### config.mk
export PLATFORM = sky130hd
export DESIGN_NAME = avmm_burst_writer
export DESIGN_NICKNAME = d
export VERILOG_FILES = /design/src/rtl/avmm_dma_pkg.sv /design/src/rtl/avmm_burst_sizer.sv /design/src/rtl/avmm_burst_writer.sv
export SDC_FILE = /design/constraint.sdc
export NUM_CORES = 1
export LEC_CHECK = 0
export CAP_MARGIN = 10
export CORE_UTILIZATION = 44
export DETAILED_ROUTE_END_ITERATION = 6
export PLACE_DENSITY = 0.81
export SLEW_MARGIN = 10
export SYNTH_ARGS = -nofsm -noshare
export SYNTH_HDL_FRONTEND = slang
export SYNTH_SLANG_ARGS = --single-unit
### constraint.sdc
create_clock -name clk -period 2.65 [get_ports clk]
set_clock_uncertainty 0.2 [all_clocks]
set_input_delay 0.3975 -clock clk [delete_from_list [all_inputs] [get_ports clk]]
set_output_delay 0.3975 -clock clk [all_outputs]
set_load 0.005 [all_outputs]
### src/rtl/avmm_dma_pkg.sv
`default_nettype none
// ============================================================================
// Module      : avmm_dma_pkg
// Description : Shared types and helpers for the Avalon-MM burst write path.
//               Holds the writer FSM state type, the default word geometry
//               and width helpers used to size ports and counters.
// Revision    : 1.0 - initial release
// ============================================================================
package avmm_dma_pkg;

    // Writer control states
    typedef enum logic [1:0] {
        ST_IDLE = 2'd0,
        ST_CALC = 2'd1,
        ST_DATA = 2'd2,
        ST_DONE = 2'd3
    } state_e;

    // Default word geometry (32-bit data path)
    localparam int DEF_DW         = 32;
    localparam int BYTES_PER_WORD = DEF_DW / 8;
    localparam int WORD_SHIFT     = $clog2(BYTES_PER_WORD);

    // Byte-to-word address shift for a given data width
    function automatic int f_word_shift(input int dw);
        return $clog2(dw / 8);
    endfunction

    // Width needed to hold a burstcount value of 1..max_burst
    function automatic int f_bc_width(input int max_burst);
        return $clog2(max_burst) + 1;
    endfunction

endpackage
`default_nettype wire

### src/rtl/avmm_burst_sizer.sv
`default_nettype none
// ============================================================================
// Module      : avmm_burst_sizer
// Description : Combinational burst length calculator. Returns the smaller of
//               the remaining word count and the distance (in words) to the
//               next MAX_BURST-aligned boundary.
// Revision    : 1.0 - initial release
// ============================================================================
module avmm_burst_sizer
    import avmm_dma_pkg::*;
#(
    parameter int LEN_W     = 32,
    parameter int MAX_BURST = 16,
    parameter int BC_W      = f_bc_width(MAX_BURST)
) (
    input  logic [LEN_W-1:0]             remaining_i,
    input  logic [$clog2(MAX_BURST)-1:0] offset_i,
    output logic [BC_W-1:0]              burstcount_o
);

    // Compare in a width wide enough for either operand so no bits are lost
    localparam int CMP_W = (LEN_W > BC_W) ? LEN_W : BC_W;

    logic [BC_W-1:0]  w_dist;
    logic [CMP_W-1:0] w_rem_ext;
    logic [CMP_W-1:0] w_dist_ext;

    // Words left before the aligned boundary: always in 1..MAX_BURST
    assign w_dist       = BC_W'(MAX_BURST) - BC_W'(offset_i);
    assign w_rem_ext    = CMP_W'(remaining_i);
    assign w_dist_ext   = CMP_W'(w_dist);
    assign burstcount_o = (w_rem_ext < w_dist_ext) ? BC_W'(w_rem_ext) : w_dist;

endmodule
`default_nettype wire

### src/rtl/avmm_burst_writer.sv
`default_nettype none
// ============================================================================
// Module      : avmm_burst_writer
// Description : DMA write-side drain stage. Accepts a (address, length)
//               command, pulls words from an AXI-Stream source and emits
//               Avalon-MM burst writes that never exceed MAX_BURST beats and
//               never cross a MAX_BURST-word aligned boundary.
// Revision    : 1.0 - initial release
// ============================================================================
module avmm_burst_writer
    import avmm_dma_pkg::*;
#(
    parameter int DW        = 32,
    parameter int AW        = 32,
    parameter int LEN_W     = 32,
    parameter int MAX_BURST = 16
) (
    input  logic                             clk,
    input  logic                             reset_n,
    input  logic [AW-1:0]                    cmd_addr,
    input  logic [LEN_W-1:0]                 cmd_len,
    input  logic                             cmd_valid,
    output logic                             cmd_ready,
    input  logic [DW-1:0]                    s_tdata,
    input  logic                             s_tvalid,
    output logic                             s_tready,
    output logic [AW-1:0]                    avm_address,
    output logic                             avm_write,
    output logic [DW-1:0]                    avm_writedata,
    output logic [DW/8-1:0]                  avm_byteenable,
    output logic [f_bc_width(MAX_BURST)-1:0] avm_burstcount,
    input  logic                             avm_waitrequest,
    output logic                             busy,
    output logic                             done
);

    localparam int WS    = f_word_shift(DW);
    localparam int WAW   = AW - WS;
    localparam int BC_W  = f_bc_width(MAX_BURST);
    localparam int OFF_W = $clog2(MAX_BURST);

    state_e           state_q, state_d;
    logic [WAW-1:0]   word_addr_q, word_addr_d;
    logic [LEN_W-1:0] rem_q, rem_d;
    logic [BC_W-1:0]  beat_q, beat_d;
    logic [AW-1:0]    addr_q, addr_d;
    logic [BC_W-1:0]  bc_q, bc_d;

    logic [BC_W-1:0]  w_bc_calc;
    logic [WAW-1:0]   w_cmd_word;
    logic             w_accept;

    // Low byte-lane bits of the command address are dropped here
    assign w_cmd_word = WAW'(cmd_addr >> WS);

    avmm_burst_sizer #(
        .LEN_W     (LEN_W),
        .MAX_BURST (MAX_BURST),
        .BC_W      (BC_W)
    ) u_sizer (
        .remaining_i  (rem_q),
        .offset_i     (word_addr_q[OFF_W-1:0]),
        .burstcount_o (w_bc_calc)
    );

    // State and datapath registers; reset abandons any burst in flight
    always_ff @(posedge clk) begin
        if (!reset_n) begin
            state_q     <= ST_IDLE;
            word_addr_q <= '0;
            rem_q       <= '0;
            beat_q      <= '0;
            addr_q      <= '0;
            bc_q        <= '0;
        end else begin
            state_q     <= state_d;
            word_addr_q <= word_addr_d;
            rem_q       <= rem_d;
            beat_q      <= beat_d;
            addr_q      <= addr_d;
            bc_q        <= bc_d;
        end
    end

    // Next-state, counter updates and handshake outputs
    always_comb begin
        state_d     = state_q;
        word_addr_d = word_addr_q;
        rem_d       = rem_q;
        beat_d      = beat_q;
        addr_d      = addr_q;
        bc_d        = bc_q;
        cmd_ready   = 1'b0;
        s_tready    = 1'b0;
        avm_write   = 1'b0;
        busy        = 1'b1;
        done        = 1'b0;
        w_accept    = 1'b0;

        case (state_q)
            ST_IDLE: begin
                busy      = 1'b0;
                cmd_ready = 1'b1;
                if (cmd_valid) begin
                    word_addr_d = w_cmd_word;
                    rem_d       = cmd_len;
                    state_d     = (cmd_len == '0) ? ST_DONE : ST_CALC;
                end
            end
            ST_CALC: begin
                // Burst parameters are frozen here and held for the burst
                addr_d  = AW'(word_addr_q) << WS;
                bc_d    = w_bc_calc;
                beat_d  = '0;
                state_d = ST_DATA;
            end
            ST_DATA: begin
                avm_write = s_tvalid;
                s_tready  = !avm_waitrequest;
                w_accept  = s_tvalid && !avm_waitrequest;
                if (w_accept) begin
                    if (beat_q == bc_q - BC_W'(1)) begin
                        rem_d       = rem_q - LEN_W'(bc_q);
                        word_addr_d = word_addr_q + WAW'(bc_q);
                        beat_d      = '0;
                        state_d     = (rem_q == LEN_W'(bc_q)) ? ST_DONE : ST_CALC;
                    end else begin
                        beat_d = beat_q + BC_W'(1);
                    end
                end
            end
            ST_DONE: begin
                done    = 1'b1;
                state_d = ST_IDLE;
            end
            default: begin
                state_d = ST_IDLE;
            end
        endcase
    end

    assign avm_address    = addr_q;
    assign avm_burstcount = bc_q;
    assign avm_writedata  = s_tdata;
    assign avm_byteenable = '1;

endmodule
`default_nettype wire

==> results.json <==
{
  "outcome": "complete, but fails checks",
  "violations": "negative setup slack",
  "fillers": 1291,
  "setup-violations-final": 1,
  "cts_tree": "done",
  "antenna_found_initial": 0,
  "cp.arrival_ns": 2.73,
  "root_buffer": "clkbuf_16",
  "synth_area_um2": 6550,
  "clk_pin_slew_ns": 0.08,
  "wire_per_inst_um": 16.9,
  "yosysTopAreaCellShare": 0.318,
  "drtAntennaViolNets": 0,
  "dp_cells": 1131,
  "diodes": 0,
  "drv_slew": 0,
  "gp_congestion": 0.882,
  "rsz0062_at_grt": "yes",
  "rows": 44,
  "dieArea_um2": 15400,
  "fin_tns_setup_ns": -0.00283,
  "cp_slowest_cell": "a211oi_4",
  "yosys_warnings": 0,
  "maxSlewHeadroom": 0.656,
  "grtUsageTotal": 0.248,
  "power_frac_comb": 0.282,
  "path_class": "register to register",
  "synth.most_common_cell": "nand2_1",
  "fp.dieW_um": 124,
  "yosys.area.top_type": "dfxtp_1",
  "numCtsBuffers": 9,
  "hold_path.class": "register to register",
  "worstPathCellList": "inv_1, ha_4, inv_1, ha_1, a21o_2, a211o_1, a211oi_4, mux2_2, a21oi_1",
  "sequentialPowerShare": 0.410,
  "start_kind": "register",
  "hold-path-endpoint": "avm_address[22]$_SDFFE_PN0P_",
  "grt_max_degree": 64,
  "hold_viol_final": 0,
  "tightest_slew_ns": 0.511,
  "crit_top_cell": "inv_1",
  "die_y_um": 124,
  "clk_latency_ns": 0.35,
  "synth.distinct_cells": 77,
  "reg2reg_depth": 9,
  "htreeDepth": 3,
  "syn_inst": 879,
  "wl_mm": 19.5,
  "area_growth_syn_to_layout_pct": 27.7,
  "peakVddDrop_mv": 0.340,
  "fin_util": 0.575,
  "synth-edff-count": 0,
  "swShare": 0.330,
  "clk_path_buf_depth": 2,
  "grt_pass1_wl_mm": 30.1,
  "power.switching_mw": 1.42,
  "vias_per_cell": 5.93,
  "worstHoldPathCells": 2,
  "r2r-end": "avm_burstcount[3]$_SDFFE_PN0P_",
  "reg2reg_setup_slack_ns": -0.003,
  "vias": 6850,
  "power_frac_clock": 0.308,
  "period_needed_ns": 2.65,
  "p_leak_nw": 3.19,
  "pin_count": 179,
  "drive_gt1_frac": 0.136,
  "path_max_fanout": 4,
  "p_int_mw": 2.88,
  "dr.pass1.iters": 7,
  "final_cells": 1155,
  "fin_ws_ns": -0.00283,
  "portBuffers": 106,
  "r2r-start": "word_addr_q[0]$_SDFFE_PN0P_",
  "synth_common_cells": "nand2_1, dfxtp_1, a21oi_1",
  "nets": 1086,
  "min_from": "avm_address[22]$_SDFFE_PN0P_",
  "synth_seq_cells": 104,
  "drt_iter0_drc": 652,
  "timing.fmax_mhz": 377,
  "initial_utilization": 0.451,
  "crit_path_end_kind": "register",
  "grt_pass1_vias": 6198,
  "cap_violations": 0,
  "seq_area_frac_synth": 0.318,
  "hpwl_mm": 13.3,
  "fin_crit_sh": 1.00,
  "overflow": 0,
  "synthTopCellsByArea": "dfxtp_1, nand2_1, a21oi_1",
  "core_region_area_um2": 14500,
  "holdWs_ns": 0.256,
  "cts.sinks": 104,
  "drc": 0,
  "cp_slowest_stage_delay_ns": 0.38,
  "synthArstFlopShare": 0,
  "critical_path_required_ns": 2.73,
  "synthFlopType": "dfxtp_1",
  "power_density_nw_per_um2": 513,
  "avgSynthCellArea_um2": 7.45
}
[cell usage in the layout (no fill, tap or decap), drive strengths merged, types with 4 or more instances in the layout]
| master | Yosys | layout |
|---|---|---|
| inv | 18 | 21 |
| a311oi | 9 | 9 |
| xor2 | 8 | 8 |
| a31oi | 16 | 16 |
| nand4 | 15 | 15 |
| ha | 17 | 17 |
| o21ai | 49 | 49 |
| o21a | 11 | 11 |
| nand2 | 155 | 155 |
| nor3 | 18 | 18 |
| nand2b | 5 | 5 |
| nor2b | 4 | 4 |
| a21o | 10 | 10 |
| nand3 | 25 | 25 |
| dfxtp | 104 | 104 |
| a32o | 4 | 4 |
| clkdlybuf4s50 | 0 | 106 |
| conb | 2 | 6 |
| buf | 53 | 65 |
| and3 | 13 | 13 |
| clkbuf | 47 | 10 |
| o211a | 4 | 4 |
| nor2 | 59 | 59 |
| or4 | 4 | 4 |
| a21oi | 100 | 100 |
| nor4 | 15 | 15 |
| o31ai | 16 | 16 |
| o211ai | 11 | 11 |
| xnor2 | 8 | 8 |
| a211oi | 8 | 8 |
| and2 | 9 | 9 |
| a22o | 4 | 4 |
[area by class of cell]
type | count | area (µm²) | area share
clock buffer | 9 | 225 | 0.0269
inverter | 18 | 67.6 | 0.00808
sequential | 104 | 2090 | 0.249
tap | 184 | 230 | 0.0275
timing repair buffer | 172 | 1640 | 0.196
multi-input combinational | 661 | 4050 | 0.484
clock inverter | 7 | 63.8 | 0.00763
[sequential cells by signal, indices dropped and copies added, names as in the netlist]
register and flops:
beat_q 5, word_addr_q 30, avm_address 30, avm_burstcount 5, rem_q 32, state_q 2
[power by group through the flow]
stage / Sequential, mW / Clock, mW / Combinational (mW)
final: 1.76 / 1.32 / 1.21
after global routing: 1.77 / 1.39 / 1.31
after CTS: 1.75 / 1.33 / 1.12
after detailed placement: 1.79 / 0 / 1.11
after global placement: 1.79 / 0 / 1.08
after floorplan: 1.77 / 0 / 0.713
[metal layers]
metal / up-vias / wire (µm) / global-route usage / share of wire
met5: - / 0 / 0 / 0
met4: 0 / 458 / 0.118 / 0.024
met3: 35 / 1270 / 0.0325 / 0.065
met2: 293 / 9090 / 0.394 / 0.47
met1: 3234 / 8650 / 0.333 / 0.44
li1: 3288 / - / - / -
[critical path: cells and delay by family (launching register included)]
kind	cells	cell delay (ns)
DFF	1	0.36
muxes	1	0.38
AOI/OAI and AO/OA	4	1.01
adders and majority gates	2	0.53
buffers and inverters	2	0.10
[cells by family after synthesis]
logic type / synth area share
and+or+nand+nor: 0.245
DFF: 0.318
xor gates and xnor gates: 0.0225
AOI/OAI and AO/OA: 0.273
adders and majority gates: 0.0386
other: 0.00115
buffers and inverters: 0.0919
muxes: 0.00974
[through the flow]
stage                     setup slack, ns  power (mW)  area, µm²
after floorplan                    0.0450        2.49       6560
after global placement             0.0228        2.87       7850
after detailed placement         -0.00125        2.90       7850
after CTS                         0.00475        4.21       8140
after global routing              -0.0656        4.47       8360
final                            -0.00283        4.29       8360
[what timing repair did]
item	4_1_cts	5_1_grt
hold buffers	0	0
gates resized for setup	0	34
endpoints found under the setup margin	0	40
buffers inserted	0	7
[worst max-delay path by stage]
| stage | startpoint | end | slack (ns) | cells after the start |
|---|---|---|---|---|
| after global routing | word_addr_q[0]$_SDFFE_PN0P_ | avm_burstcount[3]$_SDFFE_PN0P_ | -0.07 | 8 |
| after global placement | avm_waitrequest | word_addr_q[11]$_SDFFE_PN0P_ | 0.02 | 8 |
| after floorplan | avm_burstcount[0]$_SDFFE_PN0P_ | rem_q[26]$_SDFFE_PN0P_ | 0.04 | 10 |
| after detailed placement | word_addr_q[0]$_SDFFE_PN0P_ | avm_burstcount[0]$_SDFFE_PN0P_ | -0.001 | 10 |
| final | word_addr_q[0]$_SDFFE_PN0P_ | avm_burstcount[3]$_SDFFE_PN0P_ | -0.003 | 9 |
| after CTS | word_addr_q[0]$_SDFFE_PN0P_ | avm_burstcount[0]$_SDFFE_PN0P_ | 0.005 | 10 |
(Power assumes the default switching activity.)
